==> src/rtl/btb_pkg.sv <==
// rtl/btb_pkg.sv - shared widths, entry layout and FSM encoding for the BTB write side
package btb_pkg;

    localparam int PC_W    = 13;
    localparam int IDX_W   = 11;
    localparam int TAG_W   = PC_W - IDX_W;
    localparam int ENTRIES = 1 << IDX_W;
    localparam int ENTRY_W = 1 + TAG_W + PC_W;

    localparam int VALID_BIT = 15;
    localparam int TAG_HI    = 14;
    localparam int TAG_LO    = 13;
    localparam int TGT_HI    = 12;
    localparam int TGT_LO    = 0;

    typedef enum logic {
        ST_CLEAR = 1'b0,
        ST_RUN   = 1'b1
    } btb_state_t;

    function automatic logic [ENTRY_W-1:0] make_entry(input logic [PC_W-1:0] pc,
                                                      input logic [PC_W-1:0] target);
        logic [ENTRY_W-1:0] e;
        e                  = '0;
        e[VALID_BIT]       = 1'b1;
        e[TAG_HI:TAG_LO]   = pc[PC_W-1:IDX_W];
        e[TGT_HI:TGT_LO]   = target;
        return e;
    endfunction

endpackage

==> src/rtl/btb_upd_fifo.sv <==
// rtl/btb_upd_fifo.sv - dual-push, single-pop FIFO of pending {pc, target} BTB updates
module btb_upd_fifo
    import btb_pkg::*;
#(
    parameter  int DEPTH = 4,
    localparam int PTR_W = $clog2(DEPTH),
    localparam int CNT_W = PTR_W + 1
) (
    input  logic             CLK,
    input  logic             RST,
    input  logic             flush,
    input  logic             push0,
    input  logic [PC_W-1:0]  push0_pc,
    input  logic [PC_W-1:0]  push0_target,
    input  logic             push1,
    input  logic [PC_W-1:0]  push1_pc,
    input  logic [PC_W-1:0]  push1_target,
    input  logic             pop,
    output logic [PC_W-1:0]  head_pc,
    output logic [PC_W-1:0]  head_target,
    output logic [CNT_W-1:0] count,
    output logic             full,
    output logic             one_free
);

    logic [2*PC_W-1:0] mem [DEPTH];
    logic [PTR_W-1:0]  wr_ptr;
    logic [PTR_W-1:0]  rd_ptr;
    logic              pop_ok;

    // The caller only pushes into free slots; push1 lands behind push0 when both fire.
    assign pop_ok      = pop && (count != '0);
    assign head_pc     = mem[rd_ptr][2*PC_W-1:PC_W];
    assign head_target = mem[rd_ptr][PC_W-1:0];
    assign full        = (count == CNT_W'(DEPTH));
    assign one_free    = (count == CNT_W'(DEPTH - 1));

    always_ff @(posedge CLK) begin
        if (!flush) begin
            if (push0)
                mem[wr_ptr] <= {push0_pc, push0_target};
            if (push1)
                mem[wr_ptr + PTR_W'(push0)] <= {push1_pc, push1_target};
        end
    end

    always_ff @(posedge CLK or posedge RST) begin
        if (RST) begin
            wr_ptr <= '0;
            rd_ptr <= '0;
            count  <= '0;
        end else if (flush) begin
            wr_ptr <= '0;
            rd_ptr <= '0;
            count  <= '0;
        end else begin
            wr_ptr <= wr_ptr + PTR_W'(push0) + PTR_W'(push1);
            rd_ptr <= rd_ptr + PTR_W'(pop_ok);
            count  <= count + CNT_W'(push0) + CNT_W'(push1) - CNT_W'(pop_ok);
        end
    end

endmodule

==> src/rtl/btb_update_ctrl.sv <==
// rtl/btb_update_ctrl.sv - arbitrates decode/execute target updates and invalidate walks onto the BTB write port
module btb_update_ctrl
    import btb_pkg::*;
#(
    parameter int DEPTH = 4
) (
    input  logic               CLK,
    input  logic               RST,
    input  logic               updD_valid,
    input  logic [PC_W-1:0]    updD_pc,
    input  logic [PC_W-1:0]    updD_target,
    input  logic               updE_valid,
    input  logic [PC_W-1:0]    updE_pc,
    input  logic [PC_W-1:0]    updE_target,
    input  logic               inv_req,
    output logic               wen,
    output logic [IDX_W-1:0]   w_addr,
    output logic [ENTRY_W-1:0] w_data,
    output logic               busy,
    output logic [7:0]         drop_cnt
);

    localparam int CNT_W = $clog2(DEPTH) + 1;

    btb_state_t         state, state_n;
    logic [IDX_W-1:0]   idx, idx_n;
    logic               wen_n, busy_n;
    logic [IDX_W-1:0]   w_addr_n;
    logic [ENTRY_W-1:0] w_data_n;
    logic [7:0]         drop_n;
    logic [1:0]         drop_inc;
    logic [8:0]         drop_sum;

    logic               push0, push1, pop, flush;
    logic [PC_W-1:0]    push0_pc, push0_target;
    logic [PC_W-1:0]    head_pc, head_target;
    logic [CNT_W-1:0]   count;
    logic               full, one_free;
    logic               e_ok, d_ok;

    // A decode update for the same PC as the execute update is redundant, not a drop.
    assign e_ok = updE_valid;
    assign d_ok = updD_valid && !(updE_valid && (updE_pc == updD_pc));

    btb_upd_fifo #(.DEPTH(DEPTH)) u_fifo (
        .CLK          (CLK),
        .RST          (RST),
        .flush        (flush),
        .push0        (push0),
        .push0_pc     (push0_pc),
        .push0_target (push0_target),
        .push1        (push1),
        .push1_pc     (updD_pc),
        .push1_target (updD_target),
        .pop          (pop),
        .head_pc      (head_pc),
        .head_target  (head_target),
        .count        (count),
        .full         (full),
        .one_free     (one_free)
    );

    always_comb begin
        state_n      = state;
        idx_n        = idx;
        wen_n        = 1'b0;
        w_addr_n     = w_addr;
        w_data_n     = w_data;
        busy_n       = busy;
        push0        = 1'b0;
        push1        = 1'b0;
        push0_pc     = e_ok ? updE_pc : updD_pc;
        push0_target = e_ok ? updE_target : updD_target;
        pop          = 1'b0;
        flush        = 1'b0;
        drop_inc     = 2'd0;

        case (state)
            ST_CLEAR: begin
                if (inv_req) begin
                    idx_n = '0;
                end else begin
                    wen_n    = 1'b1;
                    w_addr_n = idx;
                    w_data_n = '0;
                    idx_n    = idx + 1'b1;
                    if (idx == IDX_W'(ENTRIES - 1)) begin
                        state_n = ST_RUN;
                        busy_n  = 1'b0;
                    end
                end
            end
            ST_RUN: begin
                if (inv_req) begin
                    flush   = 1'b1;
                    idx_n   = '0;
                    state_n = ST_CLEAR;
                    busy_n  = 1'b1;
                end else begin
                    if (count != '0) begin
                        pop      = 1'b1;
                        wen_n    = 1'b1;
                        w_addr_n = head_pc[IDX_W-1:0];
                        w_data_n = make_entry(head_pc, head_target);
                    end
                    // Room is judged on the pre-pop occupancy; E always takes the first slot.
                    if (e_ok && d_ok) begin
                        push0    = !full;
                        push1    = !full && !one_free;
                        drop_inc = full ? 2'd2 : (one_free ? 2'd1 : 2'd0);
                    end else if (e_ok || d_ok) begin
                        push0    = !full;
                        drop_inc = full ? 2'd1 : 2'd0;
                    end
                end
            end
            default: begin
                state_n = ST_CLEAR;
                idx_n   = '0;
                busy_n  = 1'b1;
            end
        endcase

        drop_sum = {1'b0, drop_cnt} + {7'b0, drop_inc};
        drop_n   = drop_sum[8] ? 8'hFF : drop_sum[7:0];
    end

    always_ff @(posedge CLK or posedge RST) begin
        if (RST) begin
            state    <= ST_CLEAR;
            idx      <= '0;
            wen      <= 1'b0;
            w_addr   <= '0;
            w_data   <= '0;
            busy     <= 1'b1;
            drop_cnt <= '0;
        end else begin
            state    <= state_n;
            idx      <= idx_n;
            wen      <= wen_n;
            w_addr   <= w_addr_n;
            w_data   <= w_data_n;
            busy     <= busy_n;
            drop_cnt <= drop_n;
        end
    end

endmodule

==> config.mk <==
export PLATFORM = sky130hd
export DESIGN_NAME = btb_update_ctrl
export DESIGN_NICKNAME = d
export VERILOG_FILES = /design/src/rtl/btb_pkg.sv /design/src/rtl/btb_upd_fifo.sv /design/src/rtl/btb_update_ctrl.sv
export SDC_FILE = /design/constraint.sdc
export NUM_CORES = 1
export LEC_CHECK = 0
export BUFFER_PORTS_ARGS = -buffer_cell sky130_fd_sc_hd__clkbuf_2
export CAP_MARGIN = 20
export CORE_UTILIZATION = 59
export DETAILED_ROUTE_END_ITERATION = 6
export PLACE_DENSITY = 0.81
export SETUP_SLACK_MARGIN = 0.4
export SLEW_MARGIN = 40
export SYNTH_ARGS = -nofsm -noshare
export SYNTH_HDL_FRONTEND = slang
export SYNTH_SLANG_ARGS = --single-unit
export TNS_END_PERCENT = 5
==> constraint.sdc <==
create_clock -name CLK -period 4 [get_ports CLK]
set_input_delay 0.4 -clock CLK [delete_from_list [all_inputs] [get_ports CLK]]
set_output_delay 0.4 -clock CLK [all_outputs]
set_load 0.005 [all_outputs]
* Word level (Yosys, flattened, before mapping) *
Memory sizes are Yosys's and may differ from the RTL's.
Cells that the tools add are included.

cells by class
  reductions and logical operators = 12
  bitwise logic cells = 1
  $add $sub $neg = 8
  equality and inequality tests = 9
  multiplexer cells = 51

operators with widths
  operator                                                          number
  11-bit 2-to-1 mux                                                 5
  16-bit 2-to-1 mux                                                 3
  11-bit case mux with 2 select lines                               2
  16-bit case mux with 2 select lines                               1
  1-bit 2-to-1 mux                                                  27
  13-bit 2-to-1 mux                                                 2
  13-bit == test                                                    1
  2-bit 2-to-1 mux                                                  6
  11-bit by 1-bit adder with 11-bit output (second input constant)  1
  11-bit == test (second input constant)                            1
  8-bit by 2-bit adder with 9-bit output                            1
  8-bit 2-to-1 mux                                                  1
  2-bit inequality test (second input constant)                     4
  2-bit by 1-bit adder with 2-bit output                            3
  3-bit by 1-bit adder with 3-bit output                            2
  1-bit case mux with 2 select lines                                3
  3-bit AND reduction                                               2
  1-bit logical AND                                                 5
  3-bit by 2-bit == test with 1-bit output (second input constant)  1
  3-bit == test (second input constant)                             1
  1-bit logical NOT                                                 3
  3-bit 2-to-1 mux                                                  1
  3-bit nonzero test                                                1
  3-bit by 1-bit subtractor with 3-bit output                       1
  3 further kinds                                                   3

word-level totals
  bits in writable memories = 104
  word-level logic and storage cells = 92
  output and inout bits = 37
  flip-flop bits (word level) = 56
  memories kept = 1
  input bits = 57

memory list
  name        words  width  rd ports  clocked after memory_dff  wr ports  RTL line            RTL
  u_fifo.mem  4      26     1         0                         2         btb_upd_fifo.sv:26  logic [2*PC_W-1:0] mem [DEPTH];

* Depth between registers and ports, before layout *
  depth in word-level cells = 13
  gate-level depth with buffers = 12

* Hierarchy *
From an unflattened synthesis, not the netlist that was laid out.

second synthesis, totals
  cells, all modules = 541
  area total of the unflattened synthesis = 8130.3 um^2

by module, submodules not included
  module           area an instance (um^2)  cells an instance  times used  sequential area each (um^2)
  btb_upd_fifo     5480.3                   295                1           3298.2
  btb_update_ctrl  2650.0                   246                1           1227.4

* Least setup slack after synthesis *
No wires, ideal clock.

  kind = register to register
  from = register u_fifo.count[1]
  to = memory u_fifo.mem[3][0] (netlist name) (enable)
  data arrival time = 3.110 ns
  cell stages (with the launch flop) = 8
  path buffers = 0
  setup slack = 0.472 ns
  cell sequence = dfrtp_1 -> nor3b_1 -> nor2_1 -> ha_1 -> xor2_1 -> and2_2 -> nand3_1 -> o22ai_1

RTL lines
  item                      RTL line            RTL
  start: declaration        btb_upd_fifo.sv:21  output logic [CNT_W-1:0] count,
  start signal: assignment  btb_upd_fifo.sv:59  count <= count + CNT_W'(push0) + CNT_W'(push1) - CNT_W'(pop_ok);
  end: declaration          btb_upd_fifo.sv:26

==> results.yml <==
yosys:
  synth_top_cell_area_share_pct: 39.0
  synth-seq-area-share_pct: 56.5
  synth-edff-count: 104
  netlist_area_sq_um: 8010
  yosysTopAreaCell: "edfxtp_1"
  synth_nets: 654
  yosys_most_used_dff: "edfxtp_1"
  synth-seq-cells: 160
  synth_common_cells: "104 x edfxtp_1, 104 x o2bb2ai_1, 55 x dfrtp_1"
  yosys_warnings: 0
  syn_avg_cell_area_sq_um: 13.7
  synthCells: 587
  synth.distinct_cells: 48
  synth-async-reset-ratio_pct: 35.0
  synthTopCellsByArea: "edfxtp_1 39%, dfrtp_1 17%, o2bb2ai_1 11%, mux4_2 7.3%, nand2_1 2.3%"
placement:
  port_buffers: 93
  gp_congestion: 0.845
  placed_area_sq_um: 8570
  dp_hpwl_microns: 12100
critical_path:
  crit_fanout: 26
  worst_ep_required_time_ps: 4150
  cp-end-kind: "flop"
  r2r_end: "u_fifo.mem[3][2]"
  timing.rr.start: "u_fifo.count[1]"
  reg2regPathDepth: 8
  regToRegSetupSlack_ps: 790
  critical_path_arrival_ps: 3360
  crit_type: "reg2reg"
  startpoint_type: "flop"
clock_network:
  cts_sinks: 160
  cts_hold_buffers: 0
  cts_buffers: 17
  cts_tree: "yes"
  htree_levels: 4
  clk_path_buf_depth: 2
  ctsResizeCount: 0
  ctsRootBufferMaster: "clkbuf_16"
  insertion_delay_ps: 430
  postCtsSetupRepairBufs: 0
  clkTransAtPathRegs_ps: 60
sta:
  final_max_slew_viol_count: 0
  finalCriticalPeriod_ps: 3210
  setup_tns_ps: 0
  worst_pin_slew_ps: 853
  setup_viol: 0
  fmax_ghz: 0.312
  rsz0062_at_grt: "false"
  hold_ws_ps: 138
  period_share_pct: 80.2
  hold_viol_final: 0
  maxSlewHeadroom_pct: 43.0
  finClkSkew_ps: 7.11
global_route:
  grt_use_met1_pct: 36.4
  antenna_found_initial: 0
  grt.busiest_layer: "met2"
  grt_start_max_net_pins: 57
  grt_pass1_vias: 5753
  grt_util_met3_pct: 6.08
  grt_pass1_wl_microns: 30300
  grtUsageMet2_pct: 48.1
  grt_usage_pct: 29.0
  grt_overflow: 0
floorplanning:
  io_pins: 94
  initial_core_util_pct: 60.5
  chipWidth_microns: 119
  core_area_sq_um: 13200
  rows: 42
  die-area_sq_um: 14100
  dieHeight_microns: 119
drt:
  wl_per_cell_microns: 22.2
  drtPass1Iterations: 5
  vias_per_cell: 6.46
  vias: 5591
  wl_microns: 19200
  detail-route-antenna-nets: 0
  drtIter0Drc: 532
  drc: 0
pwr:
  p_int_uw: 2910
  clkPwrFrac_pct: 40.3
  p_per_area_nw_per_um2: 418
  p_sw_uw: 916
  power_frac_comb_pct: 11.5
  switching_share_pct: 24.0
  power_frac_seq_pct: 48.2
  p_leak_uw: 0.00347
  vdd_drop_max_mv: 0.269
cells_and_area:
  antennaDiodeCount: 0
  drive_gt1_share_pct: 27.6
  fill_cells: 930
  multi_input_area_sq_um: 3170
  stdcell_area_sq_um: 9140
  seqCellArea_sq_um: 4530
  final_nets: 744
  syn_to_final_growth_pct: 14.1
outcome:
  status: "finished, final reports clean"
min_path:
  hold_path_class: "in2async"
flow_run:
  cap_violations: 0
-- cells in the final DEF, fill, tap and decap left out, drive strengths merged, types with 10 or more instances in the layout --
cell,Yosys,final
clkbuf,18,112
o2bb2ai,104,104
edfxtp,104,104
dfrtp,55,55
nand2,49,49
nor2,32,32
mux4,26,26
xor2,20,20
nor2b,19,19
o21ai,19,19
nand3,17,17
buf,20,17
a21oi,16,16
a22o,15,15
xnor2,10,10
-- state kept, by name, summed over array words and instances, names as in the netlist --
| name | count |
|---|---|
| busy | 1 |
| u_fifo.wr_ptr | 2 |
| idx | 11 |
| u_fifo.rd_ptr | 2 |
| state | 1 |
| wen | 1 |
| drop_cnt | 8 |
| u_fifo.count | 3 |
| w_data | 16 |
| u_fifo.mem | 104 |
| w_addr | 11 |
-- worst max path at each step --
stage	slack (ps)	to	from	cells after the start
6_report	790	u_fifo.mem[3][2]	u_fifo.count[1]	8
3_5_place_dp	650	u_fifo.mem[3][2]	inv_req	10
3_3_place_gp	760	u_fifo.mem[3][2]	inv_req	10
5_1_grt	540	u_fifo.mem[3][23]	u_fifo.count[1]	8
4_1_cts	830	u_fifo.mem[3][2]	u_fifo.count[1]	8
2_1_floorplan	470	u_fifo.mem[3][0]	u_fifo.count[1]	7
-- power by group through the flow --
stage	Sequential [uW]	Clock (uW)	Combinational [uW]
after floorplan	1860	0	318
after global placement	1870	0	421
after detailed placement	1880	0	439
after CTS	1840	1550	443
after global routing	1850	1620	485
final	1840	1540	441
-- critical path: stages (launching register included) --
cell       delay, ps
dfrtp_1          460
nor3b_1          550
nor2_1           180
ha_1             260
xor2_1           280
and2_2           220
nand3_2          130
nor2_4           690
o2bb2ai_1        160
-- layer usage --
layer | up-vias | part of all wire (%)
met2 | 289 | 51
li1 | 2476 | -
met5 | - | 0
met4 | 0 | 3.1
met3 | 52 | 8.0
met1 | 2774 | 38
-- area by class of cell --
class                   instances  area share, %
clock buffers                  19           4.74
clock inverters                12           1.31
inverters                       7          0.287
multi-input cells             381           34.7
flip-flops and latches        160           49.5
well taps                     176           2.41
repair buffers                110           7.01
-- per-stage QoR --
step	utilization (%)	setup WS (ps)	cells	total power (uW)
after global placement	64.5	763	831	2290
after CTS	68.9	833	864	3830
after floorplan	-	472	587	2180
after detailed placement	64.7	655	833	2310
after global routing	69.0	543	865	3950
final	69.0	793	865	3820
-- cell families after synthesis --
group           count (synthesis)  synth area share (%)
buf+inv                        46                  4.25
simple gates                  151                  10.1
fa+ha+maj                      10                  1.84
xor+xnor                       30                  3.28
flops                         160                  56.5
mux                            29                  7.70
compound gates                161                  16.3
Note: power is estimated with default switching activity, not from simulation.
